[src/rtl/muldiv_sequencer_if.sv]
`default_nettype none
// ============================================================================
//  Module      : muldiv_sequencer_if
//  Description : Request/response bundle between the execute stage and the
//                multi-cycle RV32M multiply/divide sequencer.
//  Revision    : 1.0  initial release
// ============================================================================
interface muldiv_sequencer_if #(
  parameter int XLEN = 32
);
  logic            flush;
  logic            req_valid;
  logic            req_ready;
  logic [2:0]      req_op;
  logic [XLEN-1:0] req_operand1;
  logic [XLEN-1:0] req_operand2;
  logic            resp_valid;
  logic            resp_ready;
  logic [XLEN-1:0] resp_result;
  logic            busy;

  // Execute-stage side: issues operations and consumes results.
  modport master (
    output flush, req_valid, req_op, req_operand1, req_operand2, resp_ready,
    input  req_ready, resp_valid, resp_result, busy
  );

  // Sequencer side.
  modport slave (
    input  flush, req_valid, req_op, req_operand1, req_operand2, resp_ready,
    output req_ready, resp_valid, resp_result, busy
  );
endinterface
`default_nettype wire

[src/rtl/muldiv_sequencer.sv]
`default_nettype none
// ============================================================================
//  Module      : muldiv_sequencer
//  Description : RV32M multiply/divide engine. Shift-add multiply and
//                restoring divide on operand magnitudes, one bit per cycle,
//                followed by a single sign-fix cycle. Divide-by-zero and
//                signed overflow bypass the loop.
//  Revision    : 1.0  initial release
// ============================================================================
module muldiv_sequencer #(
  parameter int XLEN       = 32,
  parameter int ITERATIONS = 32
) (
  input wire              clk,
  input wire              rst_n,
  muldiv_sequencer_if.slave bus
);

  typedef enum logic [2:0] {
    S_IDLE = 3'd0,
    S_MUL  = 3'd1,
    S_DIV  = 3'd2,
    S_FIX  = 3'd3,
    S_DONE = 3'd4
  } state_t;

  localparam logic [5:0]      c_LAST    = 6'(ITERATIONS - 1);
  localparam logic [XLEN-1:0] c_INT_MIN = {1'b1, {(XLEN-1){1'b0}}};
  localparam logic [XLEN-1:0] c_ONES    = {XLEN{1'b1}};
  localparam logic [XLEN-1:0] c_ZERO    = {XLEN{1'b0}};

  state_t            r_state;
  logic [2:0]        r_op;
  logic              r_neg;       // product/quotient must be negated
  logic              r_rem_neg;   // remainder takes the dividend's sign
  logic [2*XLEN-1:0] r_a;         // multiplicand, shifted left each step
  logic [XLEN-1:0]   r_b;         // multiplier (shifted right) or divisor
  logic [2*XLEN-1:0] r_acc;       // MUL: product; DIV: {remainder, quotient}
  logic [5:0]        r_cnt;
  logic [XLEN-1:0]   r_result;
  logic              r_resp_valid;
  logic              r_req_ready;
  logic              r_busy;

  // Request decode: operand signedness by funct3, magnitudes, special cases.
  logic [2:0]      w_op;
  logic            w_s1, w_s2, w_n1, w_n2;
  logic [XLEN-1:0] w_mag1, w_mag2;
  logic            w_ovf, w_div0, w_special;
  logic [XLEN-1:0] w_spec_res;

  assign w_op   = bus.req_op;
  assign w_s1   = (w_op == 3'd0) || (w_op == 3'd1) || (w_op == 3'd2) ||
                  (w_op == 3'd4) || (w_op == 3'd6);
  assign w_s2   = (w_op == 3'd0) || (w_op == 3'd1) ||
                  (w_op == 3'd4) || (w_op == 3'd6);
  assign w_n1   = w_s1 && bus.req_operand1[XLEN-1];
  assign w_n2   = w_s2 && bus.req_operand2[XLEN-1];
  assign w_mag1 = w_n1 ? -bus.req_operand1 : bus.req_operand1;
  assign w_mag2 = w_n2 ? -bus.req_operand2 : bus.req_operand2;
  assign w_div0 = (bus.req_operand2 == c_ZERO);
  assign w_ovf  = ((w_op == 3'd4) || (w_op == 3'd6)) &&
                  (bus.req_operand1 == c_INT_MIN) && (bus.req_operand2 == c_ONES);
  assign w_special = w_op[2] && (w_div0 || w_ovf);
  // op[1] separates remainder ops (REM/REMU) from quotient ops (DIV/DIVU).
  assign w_spec_res = w_div0 ? (w_op[1] ? bus.req_operand1 : c_ONES)
                             : (w_op[1] ? c_ZERO : c_INT_MIN);

  // One shift-add step.
  logic [2*XLEN-1:0] w_mul_acc;
  assign w_mul_acc = r_acc + (r_b[0] ? r_a : {(2*XLEN){1'b0}});

  // One restoring-divide step: shift {rem, quo} left, try subtracting divisor.
  logic [XLEN:0]     w_div_shift;
  logic              w_div_ge;
  logic [XLEN-1:0]   w_div_sub;
  logic [2*XLEN-1:0] w_div_acc;
  assign w_div_shift = r_acc[2*XLEN-1:XLEN-1];
  assign w_div_ge    = (w_div_shift >= {1'b0, r_b});
  // The true difference is below the divisor, so the low XLEN bits suffice.
  assign w_div_sub   = w_div_shift[XLEN-1:0] - r_b;
  assign w_div_acc   = w_div_ge ? {w_div_sub, r_acc[XLEN-2:0], 1'b1}
                                : {r_acc[2*XLEN-2:0], 1'b0};

  // Sign fix and result selection.
  logic [2*XLEN-1:0] w_prod;
  logic [XLEN-1:0]   w_quo, w_rem, w_fix_res;
  assign w_prod = r_neg ? -r_acc : r_acc;
  assign w_quo  = r_neg ? -r_acc[XLEN-1:0] : r_acc[XLEN-1:0];
  assign w_rem  = r_rem_neg ? -r_acc[2*XLEN-1:XLEN] : r_acc[2*XLEN-1:XLEN];

  // Result mux keyed on the latched funct3.
  always_comb begin
    w_fix_res = c_ZERO;
    case (r_op)
      3'd0:                 w_fix_res = w_prod[XLEN-1:0];
      3'd1, 3'd2, 3'd3:     w_fix_res = w_prod[2*XLEN-1:XLEN];
      3'd4, 3'd5:           w_fix_res = w_quo;
      default:              w_fix_res = w_rem;
    endcase
  end

  // Sequencer FSM with registered handshake, status and result outputs.
  always_ff @(posedge clk) begin
    if (!rst_n) begin
      r_state      <= S_IDLE;
      r_op         <= 3'd0;
      r_neg        <= 1'b0;
      r_rem_neg    <= 1'b0;
      r_a          <= '0;
      r_b          <= '0;
      r_acc        <= '0;
      r_cnt        <= 6'd0;
      r_result     <= '0;
      r_resp_valid <= 1'b0;
      r_req_ready  <= 1'b1;
      r_busy       <= 1'b0;
    end else if (bus.flush) begin
      r_state      <= S_IDLE;
      r_resp_valid <= 1'b0;
      r_req_ready  <= 1'b1;
      r_busy       <= 1'b0;
    end else begin
      case (r_state)
        S_IDLE: begin
          if (bus.req_valid && r_req_ready) begin
            r_op        <= w_op;
            r_neg       <= w_n1 ^ w_n2;
            r_rem_neg   <= w_n1;
            r_a         <= {c_ZERO, w_mag1};
            r_b         <= w_mag2;
            r_acc       <= w_op[2] ? {c_ZERO, w_mag1} : {(2*XLEN){1'b0}};
            r_cnt       <= 6'd0;
            r_busy      <= 1'b1;
            r_req_ready <= 1'b0;
            if (!w_op[2]) begin
              r_state <= S_MUL;
            end else if (w_special) begin
              // Result is known now; valid follows on the next edge in DONE.
              r_result <= w_spec_res;
              r_state  <= S_DONE;
            end else begin
              r_state <= S_DIV;
            end
          end
        end
        S_MUL: begin
          r_acc <= w_mul_acc;
          r_a   <= r_a << 1;
          r_b   <= r_b >> 1;
          if (r_cnt == c_LAST) r_state <= S_FIX;
          else                 r_cnt   <= r_cnt + 6'd1;
        end
        S_DIV: begin
          r_acc <= w_div_acc;
          if (r_cnt == c_LAST) r_state <= S_FIX;
          else                 r_cnt   <= r_cnt + 6'd1;
        end
        S_FIX: begin
          r_result     <= w_fix_res;
          r_resp_valid <= 1'b1;
          r_state      <= S_DONE;
        end
        S_DONE: begin
          if (r_resp_valid && bus.resp_ready) begin
            r_state      <= S_IDLE;
            r_resp_valid <= 1'b0;
            r_busy       <= 1'b0;
            r_req_ready  <= 1'b1;
          end else begin
            r_resp_valid <= 1'b1;
          end
        end
        default: r_state <= S_IDLE;
      endcase
    end
  end

  assign bus.req_ready   = r_req_ready;
  assign bus.resp_valid  = r_resp_valid;
  assign bus.resp_result = r_result;
  assign bus.busy        = r_busy;

endmodule
`default_nettype wire

[src/flat_wrapper.sv]
// flat-port wrapper written by rule: the top's interface ports become plain ports
module muldiv_sequencer_flat 
#(
  parameter int XLEN       = 32,
  parameter int ITERATIONS = 32
)
  (clk, rst_n, bus_flush, bus_req_valid, bus_req_op, bus_req_operand1, bus_req_operand2, bus_resp_ready, bus_req_ready, bus_resp_valid, bus_resp_result, bus_busy);
  muldiv_sequencer_if #(.XLEN(XLEN)) bus_i ();
  input wire clk;
  input wire rst_n;
  input wire logic [$bits(bus_i.flush)-1:0] bus_flush;
  input wire logic [$bits(bus_i.req_valid)-1:0] bus_req_valid;
  input wire logic [$bits(bus_i.req_op)-1:0] bus_req_op;
  input wire logic [$bits(bus_i.req_operand1)-1:0] bus_req_operand1;
  input wire logic [$bits(bus_i.req_operand2)-1:0] bus_req_operand2;
  input wire logic [$bits(bus_i.resp_ready)-1:0] bus_resp_ready;
  output wire logic [$bits(bus_i.req_ready)-1:0] bus_req_ready;
  output wire logic [$bits(bus_i.resp_valid)-1:0] bus_resp_valid;
  output wire logic [$bits(bus_i.resp_result)-1:0] bus_resp_result;
  output wire logic [$bits(bus_i.busy)-1:0] bus_busy;
  assign bus_i.flush = bus_flush;
  assign bus_i.req_valid = bus_req_valid;
  assign bus_i.req_op = bus_req_op;
  assign bus_i.req_operand1 = bus_req_operand1;
  assign bus_i.req_operand2 = bus_req_operand2;
  assign bus_i.resp_ready = bus_resp_ready;
  assign bus_req_ready = bus_i.req_ready;
  assign bus_resp_valid = bus_i.resp_valid;
  assign bus_resp_result = bus_i.resp_result;
  assign bus_busy = bus_i.busy;
  muldiv_sequencer #(.XLEN(XLEN), .ITERATIONS(ITERATIONS)) u_core (.clk(clk), .rst_n(rst_n), .bus(bus_i));
endmodule
[config.mk]
export PLATFORM = sky130hd
export DESIGN_NAME = muldiv_sequencer_flat
export DESIGN_NICKNAME = d
export VERILOG_FILES = /design/src/rtl/muldiv_sequencer_if.sv /design/src/rtl/muldiv_sequencer.sv /design/src/flat_wrapper.sv
export SDC_FILE = /design/constraint.sdc
export NUM_CORES = 1
export LEC_CHECK = 0
export BUFFER_PORTS_ARGS = -buffer_cell sky130_fd_sc_hd__buf_2
export CORE_MARGIN = 2
export CORE_UTILIZATION = 50
export DETAILED_ROUTE_END_ITERATION = 10
export GPL_TIMING_DRIVEN = 0
export PLACE_DENSITY = 0.81
export REMOVE_ABC_BUFFERS = 1
export SETUP_SLACK_MARGIN = 0.4
export SLEW_MARGIN = 40
export SYNTH_ARGS = -nofsm -noshare
export SYNTH_HDL_FRONTEND = slang
export SYNTH_SLANG_ARGS = --single-unit
[constraint.sdc]
create_clock -name clk -period 3.3 [get_ports clk]
set_input_delay 0.165 -clock clk [delete_from_list [all_inputs] [get_ports clk]]
set_output_delay 0.165 -clock clk [all_outputs]
set_load 0.02 [all_outputs]
==> results of run 1 <==
==> cell families (layout without fill, tap and decap cells) <==
logic type	count (synthesis)	count (layout)	synth area share [%]
AOI/OAI and AO/OA	918	918	30.50
xor gates and xnor gates	214	214	9.751
adders and majority gates	103	103	6.783
buffers and inverters	272	389	5.468
DFF	209	209	21.77
muxes	50	50	2.708
other	0	1	0
and+or+nand+nor	903	906	23.03
==> cells in the mapped netlist (all sizes together) (15+ instances only) <==
| library cell | count | share of area [%] |
|---|---|---|
| nor4 | 24 | 0.99 |
| o21a | 17 | 0.66 |
| nor3 | 42 | 1.1 |
| a221oi | 51 | 2.3 |
| xor2 | 76 | 3.5 |
| o21ai | 255 | 6.7 |
| o211ai | 16 | 0.62 |
| a22oi | 47 | 1.8 |
| clkbuf | 179 | 3.5 |
| ha | 101 | 6.6 |
| a21oi | 250 | 6.5 |
| mux2 | 16 | 0.94 |
| or2 | 16 | 0.52 |
| nand4 | 49 | 1.6 |
| nand2 | 260 | 5.1 |
| o21bai | 23 | 0.92 |
| nand2b | 22 | 0.76 |
| buf | 15 | 0.45 |
| xnor2 | 138 | 6.3 |
| nand3 | 38 | 1.0 |
| nor2 | 252 | 4.9 |
| or3 | 30 | 1.0 |
| mux2i | 34 | 1.8 |
| o31ai | 28 | 1.2 |
| a211oi | 55 | 2.1 |
| and2 | 96 | 3.1 |
| o221ai | 29 | 1.3 |
| a21o | 38 | 1.5 |
| dfxtp | 209 | 22 |
| inv | 78 | 1.5 |
| or4 | 19 | 0.76 |
| a31oi | 26 | 0.85 |
==> state kept, by name, indices dropped and copies added (netlist names) <==
register	flops
u_core.bus.resp_valid	1
u_core.bus.resp_result	32
u_core.r_b	32
u_core.r_rem_neg	1
u_core.bus.busy	1
u_core.r_op	3
u_core.r_acc	64
u_core.r_neg	1
u_core.r_state	3
u_core.r_a	64
u_core.bus.req_ready	1
u_core.r_cnt	6
==> final cells by class <==
type,count,area share (%)
clock buffers,34,2.929
multi-input cells,2191,66.17
flip-flops and latches,209,17.73
repair buffers,266,8.808
clock inverters,11,0.4598
diodes,1,0.01033
well taps,511,2.640
inverters,78,1.255
==> what timing repair did <==
| item | 4_1_cts | 5_1_grt |
|---|---|---|
| hold endpoints to repair | 21 | 0 |
| cloned | 4 | 2 |
| hold buffers | 15 | 0 |
| pin swaps | 91 | 101 |
| gates resized for setup | 324 | 184 |
| endpoints found under the setup margin | 83 | 84 |
| buffers inserted | 86 | 33 |
==> power groups by stage <==
stage | Sequential (W) | Clock [W] | Combinational, W
2_1_floorplan | 0.00289 | 0 | 0.00204
3_3_place_gp | 0.00302 | 0 | 0.00268
3_5_place_dp | 0.00301 | 0 | 0.00279
4_1_cts | 0.00295 | 0.00287 | 0.00326
5_1_grt | 0.00299 | 0.00297 | 0.00379
6_report | 0.00299 | 0.00286 | 0.00355
==> critical path, stage by stage (launching register included) <==
cell and delay, ps:
sky130_fd_sc_hd__dfxtp_4 440, sky130_fd_sc_hd__buf_8 160, sky130_fd_sc_hd__and2_4 150, sky130_fd_sc_hd__ha_4 210
sky130_fd_sc_hd__o21a_1 180, sky130_fd_sc_hd__a21o_1 230, sky130_fd_sc_hd__a31oi_4 320, sky130_fd_sc_hd__o21ai_4 110
sky130_fd_sc_hd__and4b_2 280, sky130_fd_sc_hd__o21a_1 210, sky130_fd_sc_hd__a21o_4 240, sky130_fd_sc_hd__or4_4 520
sky130_fd_sc_hd__a41oi_2 210, sky130_fd_sc_hd__a211o_1 120
==> path summary, 6_finish.rpt <==
check                                                             start                                       to  slack, ps  cells past startpoint
worst max-delay path                         u_core.r_b[0]$_SDFFE_PN0P_            u_core.r_acc[63]$_SDFFE_PN0P_       -160                     13
worst min-delay path                                      bus_req_valid        u_core.bus.req_ready$_SDFFE_PP1P_         10                      4
worst max register to register               u_core.r_b[0]$_SDFFE_PN0P_            u_core.r_acc[63]$_SDFFE_PN0P_       -160                     13
worst min register to register  u_core.bus.resp_result[18]$_SDFFE_PN0P_  u_core.bus.resp_result[18]$_SDFFE_PN0P_        450                      2
==> per-stage QoR <==
stage / setup TNS [ps] / cells / util (%)
CTS: -28.92 / 3264 / 61.19
finish: -529.2 / 3301 / 64.15
global placement: -820860 / 3092 / 52.00
detailed placement: -36330 / 3114 / 53.16
floorplan: -270090 / 2475 / -
global route: -1502 / 3300 / 64.14
==> routing by layer <==
metal | global-route usage, % | routed length, microns | share of wire, % | vias up
li1 | - | - | - | 9930
met3 | 7.930 | 7450 | 9.8 | 344
met4 | 23.98 | 5558 | 7.3 | 0
met2 | 58.00 | 34460 | 45 | 1305
met5 | 0 | 0 | 0 | -
met1 | 42.87 | 28740 | 38 | 10440
==> run summary, run 1 <==
Drt
- 6.670 — number of vias per cell
- 23.09 microns — average detailed-routed wire length per instance
- 6 — first-pass iteration count of the detailed router
- 0 — number of routed nets with antenna violations
- 76210 microns — total wire length
- 2128 — violation count after the first detailed-route iteration
- 22020 — routed via count
- 0 — post-detailed-route DRC marker count

Power
- 0.005815 W — internal power
- 38.11% — Sw Ratio
- 0.003581 W — switching power
- 396.4 uV — largest voltage drop on the vdd net
- 30.4% — Clk network pwr share
- 9.420 nW — cell leakage power
- 387.9 nW/um^2 — pwr dens
- 37.8% — combinational share of power
- 0.009395 W — final total power
- 31.8% — sequential share of power

Cells and area
- 2946 — NumNets Final
- 25.21% — fraction of final layout cells sized beyond drive strength 1
- 26.00% — area overhead of the layout relative to synthesis
- 3241 — fill cell total of the finished layout
- sky130_fd_sc_hd__nor2_1 (239), sky130_fd_sc_hd__nand2_1 (239), sky130_fd_sc_hd__a21oi_1 (205) — top library cells by usage in the layout, fill and taps aside
- 4294 sq um — area taken by flip-flops and latches
- 16030 sq um — multi-input gate area in the final layout
- 24220 sq um — post-route cell area

STA
- 14.98 ps — Fin Hold WS
- 10 — count of final setup violators
- 39.64% — Slew HR
- 0 — final hold violations
- yes — RSZ-0062 raised after global routing
- 9.852 ps — maximum clock skew at final layout
- 104.9% — final worst-path cycle share
- 3462 ps — crit path time final
- 288.9 MHz — Achievable Freq
- 0 — max-slew violation count
- 897.1 ps — pin slew with the least headroom to its limit
- -161.6 ps — worst path setup slack after routing

GRT
- 112600 microns — first-pass GRT wire length
- 35.90% — global routing usage summed across all routing layers
- 2 — antenna violations before repair
- 20480 — vias in the first global route
- 80 — maximum number of pins on one net before global-route repair
- 0 — total global routing overflow

Clock network
- done — clock tree from TritonCTS
- 25 — clock buffers created by TritonCTS
- 1 — CTS H-tree depth
- sky130_fd_sc_hd__clkbuf_16 — root buf cell
- 209 — count of clock tree sinks
- 60 ps — CTS clk-pin slew, worst paths
- 560 ps — clock latency of the later-clocked register in the worst-skew pair
- 3 — clock tree buffer depth

Die
- 71 — standard-cell rows
- 50.91% — initial core utilization
- 37760 sq um — Core Region
- 200.1 microns — Chip Width
- 40030 sq um — overall die area
- 107 — number of placed I/O pins
- 200.1 microns — Die Y

Setup path
- 3960 ps — arrival time worst endpoint
- flop — kind of end point of the critical path
- reg -> reg — worst setup path category
- 8 — largest fanout on the critical path
- 3800 ps — critical path required time
- flop — launching element type of the critical path

Worst hold path
- in -> reg — path class of the lowest-slack min-delay path

Place
- 50480 microns — Detail Placement HPWL
- 20070 sq um — cell area reported after detailed placement
- -937.5 ps — worst slack after detailed placement
- 1.016 — placer congestion estimate
- 106 — count of input and output buffers

Logic synthesis
- 21.77% — sequential cell area fraction in the yosys report
- 86 — post-synthesis cell type count
- 19220 sq um — cell area after technology mapping
- 0 — count of flip-flops with a built-in enable after synthesis
- 7.202 sq um — Avg Inst Size Synth
- sky130_fd_sc_hd__dfxtp_1 — Main synth FF type
- 209 — flip-flop and latch count after synthesis
- 0 — Ys Warns
- 2669 — synthesized instance count
- 0% — share of flip-flops with an asynchronous set or reset after synthesis

Status
- negative setup slack — failing checks
- finished with violations — result of the run

Run
- 0 — count of maximum capacitance violations

(Power assumes the default switching activity.)
==> run 2, diff against run 1 <==
--- a/config.mk
+++ b/config.mk
@@ -10,7 +10,7 @@
 export CORE_UTILIZATION = 50
 export DETAILED_ROUTE_END_ITERATION = 10
 export GPL_TIMING_DRIVEN = 0
-export PLACE_DENSITY = 0.81
+export PLACE_DENSITY = 0.69
 export REMOVE_ABC_BUFFERS = 1
 export SETUP_SLACK_MARGIN = 0.4
 export SLEW_MARGIN = 40
==> run summary, run 2 (synthesis gave the netlist of run 1 again) <==
Setup path
- reg -> reg — worst setup path category
- 3870 ps — arrival time worst endpoint
- flop — kind of end point of the critical path
- 3730 ps — critical path required time
- 7 — largest fanout on the critical path
- flop — launching element type of the critical path

STA
- yes — RSZ-0062 raised after global routing
- 14 — count of final setup violators
- 27.94% — Slew HR
- 0 — final hold violations
- 104.0% — final worst-path cycle share
- 1070 ps — pin slew with the least headroom to its limit
- 0 — max-slew violation count
- 291.3 MHz — Achievable Freq
- 20.77 ps — maximum clock skew at final layout
- 3433 ps — crit path time final
- -133.3 ps — worst path setup slack after routing

Drt
- 6.468 — number of vias per cell
- 0 — number of routed nets with antenna violations
- 6 — first-pass iteration count of the detailed router
- 73070 microns — total wire length
- 0 — post-detailed-route DRC marker count
- 22.34 microns — average detailed-routed wire length per instance
- 1641 — violation count after the first detailed-route iteration
- 21160 — routed via count

Cells and area
- 23.67% — area overhead of the layout relative to synthesis
- 15780 sq um — multi-input gate area in the final layout
- 3271 — non-filler cells, final
- 22.94% — fraction of final layout cells sized beyond drive strength 1
- 2917 — NumNets Final
- u_core.r_a: 64 flops, u_core.r_acc: 64 flops — registers with the highest flip-flop counts
- sky130_fd_sc_hd__nand2_1 (245), sky130_fd_sc_hd__nor2_1 (238), sky130_fd_sc_hd__a21oi_1 (212) — top library cells by usage in the layout, fill and taps aside
- sky130_fd_sc_hd__nand2_1 — commonest non-fill, non-tap cell in the layout
- 23770 sq um — post-route cell area
- 62.97% — post-route core utilization
- 4278 sq um — area taken by flip-flops and latches
- 3392 — fill cell total of the finished layout

GRT
- 1 — antenna violations before repair
- 80 — maximum number of pins on one net before global-route repair
- 0 — total global routing overflow
- 35.27% — global routing usage summed across all routing layers
- 19550 — vias in the first global route
- 109800 microns — first-pass GRT wire length

Die
- 107 — number of placed I/O pins
- 200.1 microns — Chip Width
- 40030 sq um — overall die area
- 50.91% — initial core utilization
- 71 — standard-cell rows
- 37760 sq um — Core Region
- 200.1 microns — Die Y

Clock network
- sky130_fd_sc_hd__clkbuf_16 — root buf cell
- 60 ps — CTS clk-pin slew, worst paths
- done — clock tree from TritonCTS
- 209 — count of clock tree sinks
- 1 — CTS H-tree depth
- 26 — clock buffers created by TritonCTS
- 580 ps — clock latency of the later-clocked register in the worst-skew pair
- 3 — clock tree buffer depth

Place
- 20160 sq um — cell area reported after detailed placement
- 51730 microns — Detail Placement HPWL
- 1.011 — placer congestion estimate
- 3119 — Placed Cells
- -886.9 ps — worst slack after detailed placement
- 106 — count of input and output buffers

Run
- 0 — count of maximum capacitance violations

Status
- finished with violations — result of the run
- negative setup slack — failing checks

Power
- 393.7 nW/um^2 — pwr dens
- 9.255 nW — cell leakage power
- 390.3 uV — largest voltage drop on the vdd net

Worst hold path
- in -> reg — path class of the lowest-slack min-delay path

## run 2: through the flow
stage                     total power, W  hold WS (ps)  setup TNS (ps)
after detailed placement        0.005861         423.8          -37740
final                           0.009359         10.76           -1059
after CTS                       0.009081        0.8419          -142.2
after floorplan                 0.004921         276.5         -270090
after global routing            0.009751         40.05           -2530
after global placement          0.005737         421.6         -879760
## run 2: where the power goes
| group | internal, W | total (W) | switching [W] |
|---|---|---|---|
| sequential | 0.00267 | 0.00300 | 0.000335 |
| combinational | 0.00142 | 0.00338 | 0.00196 |
| clock | 0.00177 | 0.00298 | 0.00121 |
## run 2: final timing paths
check / to / cells past startpoint / start / slack (ps)
worst min-delay path: u_core.bus.resp_result[1]$_SDFFE_PN0P_ / 3 / bus_req_operand1[1] / 10
worst max-delay path: u_core.r_acc[57]$_SDFFE_PN0P_ / 12 / u_core.r_b[0]$_SDFFE_PN0P_ / -130
worst min register to register: u_core.bus.resp_result[24]$_SDFFE_PN0P_ / 2 / u_core.bus.resp_result[24]$_SDFFE_PN0P_ / 430
worst max register to register: u_core.r_acc[57]$_SDFFE_PN0P_ / 12 / u_core.r_b[0]$_SDFFE_PN0P_ / -130
## run 2: repair_timing
item | in CTS | in global routing
hold buffers | 21 | 0
endpoints found under the setup margin | 83 | 100
endpoints found under the hold margin | 26 | 0
gates cloned | 1 | 1
gates resized for setup | 229 | 214
setup buffers | 36 | 47
pin swaps | 64 | 120
## run 2: layout make-up
| class | count | area share (%) |
|---|---|---|
| inverters | 78 | 1.279 |
| repair buffers | 238 | 8.005 |
| clock buffers | 37 | 3.253 |
| flip-flops and latches | 209 | 17.99 |
| multi-input cells | 2189 | 66.38 |
| well taps | 511 | 2.689 |
| diodes | 1 | 0.01053 |
| clock inverters | 8 | 0.3895 |
## run 2: critical path, cell delays in order, from the launching register on
cell	delay, ps
sky130_fd_sc_hd__dfxtp_4	410
sky130_fd_sc_hd__buf_8	160
sky130_fd_sc_hd__and2_4	160
sky130_fd_sc_hd__ha_4	280
sky130_fd_sc_hd__nand4_1	260
sky130_fd_sc_hd__or3_4	500
sky130_fd_sc_hd__o21ai_4	210
sky130_fd_sc_hd__and4b_2	340
sky130_fd_sc_hd__o211ai_1	180
sky130_fd_sc_hd__a21boi_1	260
sky130_fd_sc_hd__o21ai_1	120
sky130_fd_sc_hd__mux2i_1	260
sky130_fd_sc_hd__a31oi_1	120
## run 2: per-layer routing
layer	global-route usage [%]	part of all wire, %	up-vias
met1	43.50	39	10100
met2	59.40	47	912
met4	20.80	6.6	2
li1	-	-	9887
met5	0	0.018	-
met3	4.099	7.3	256
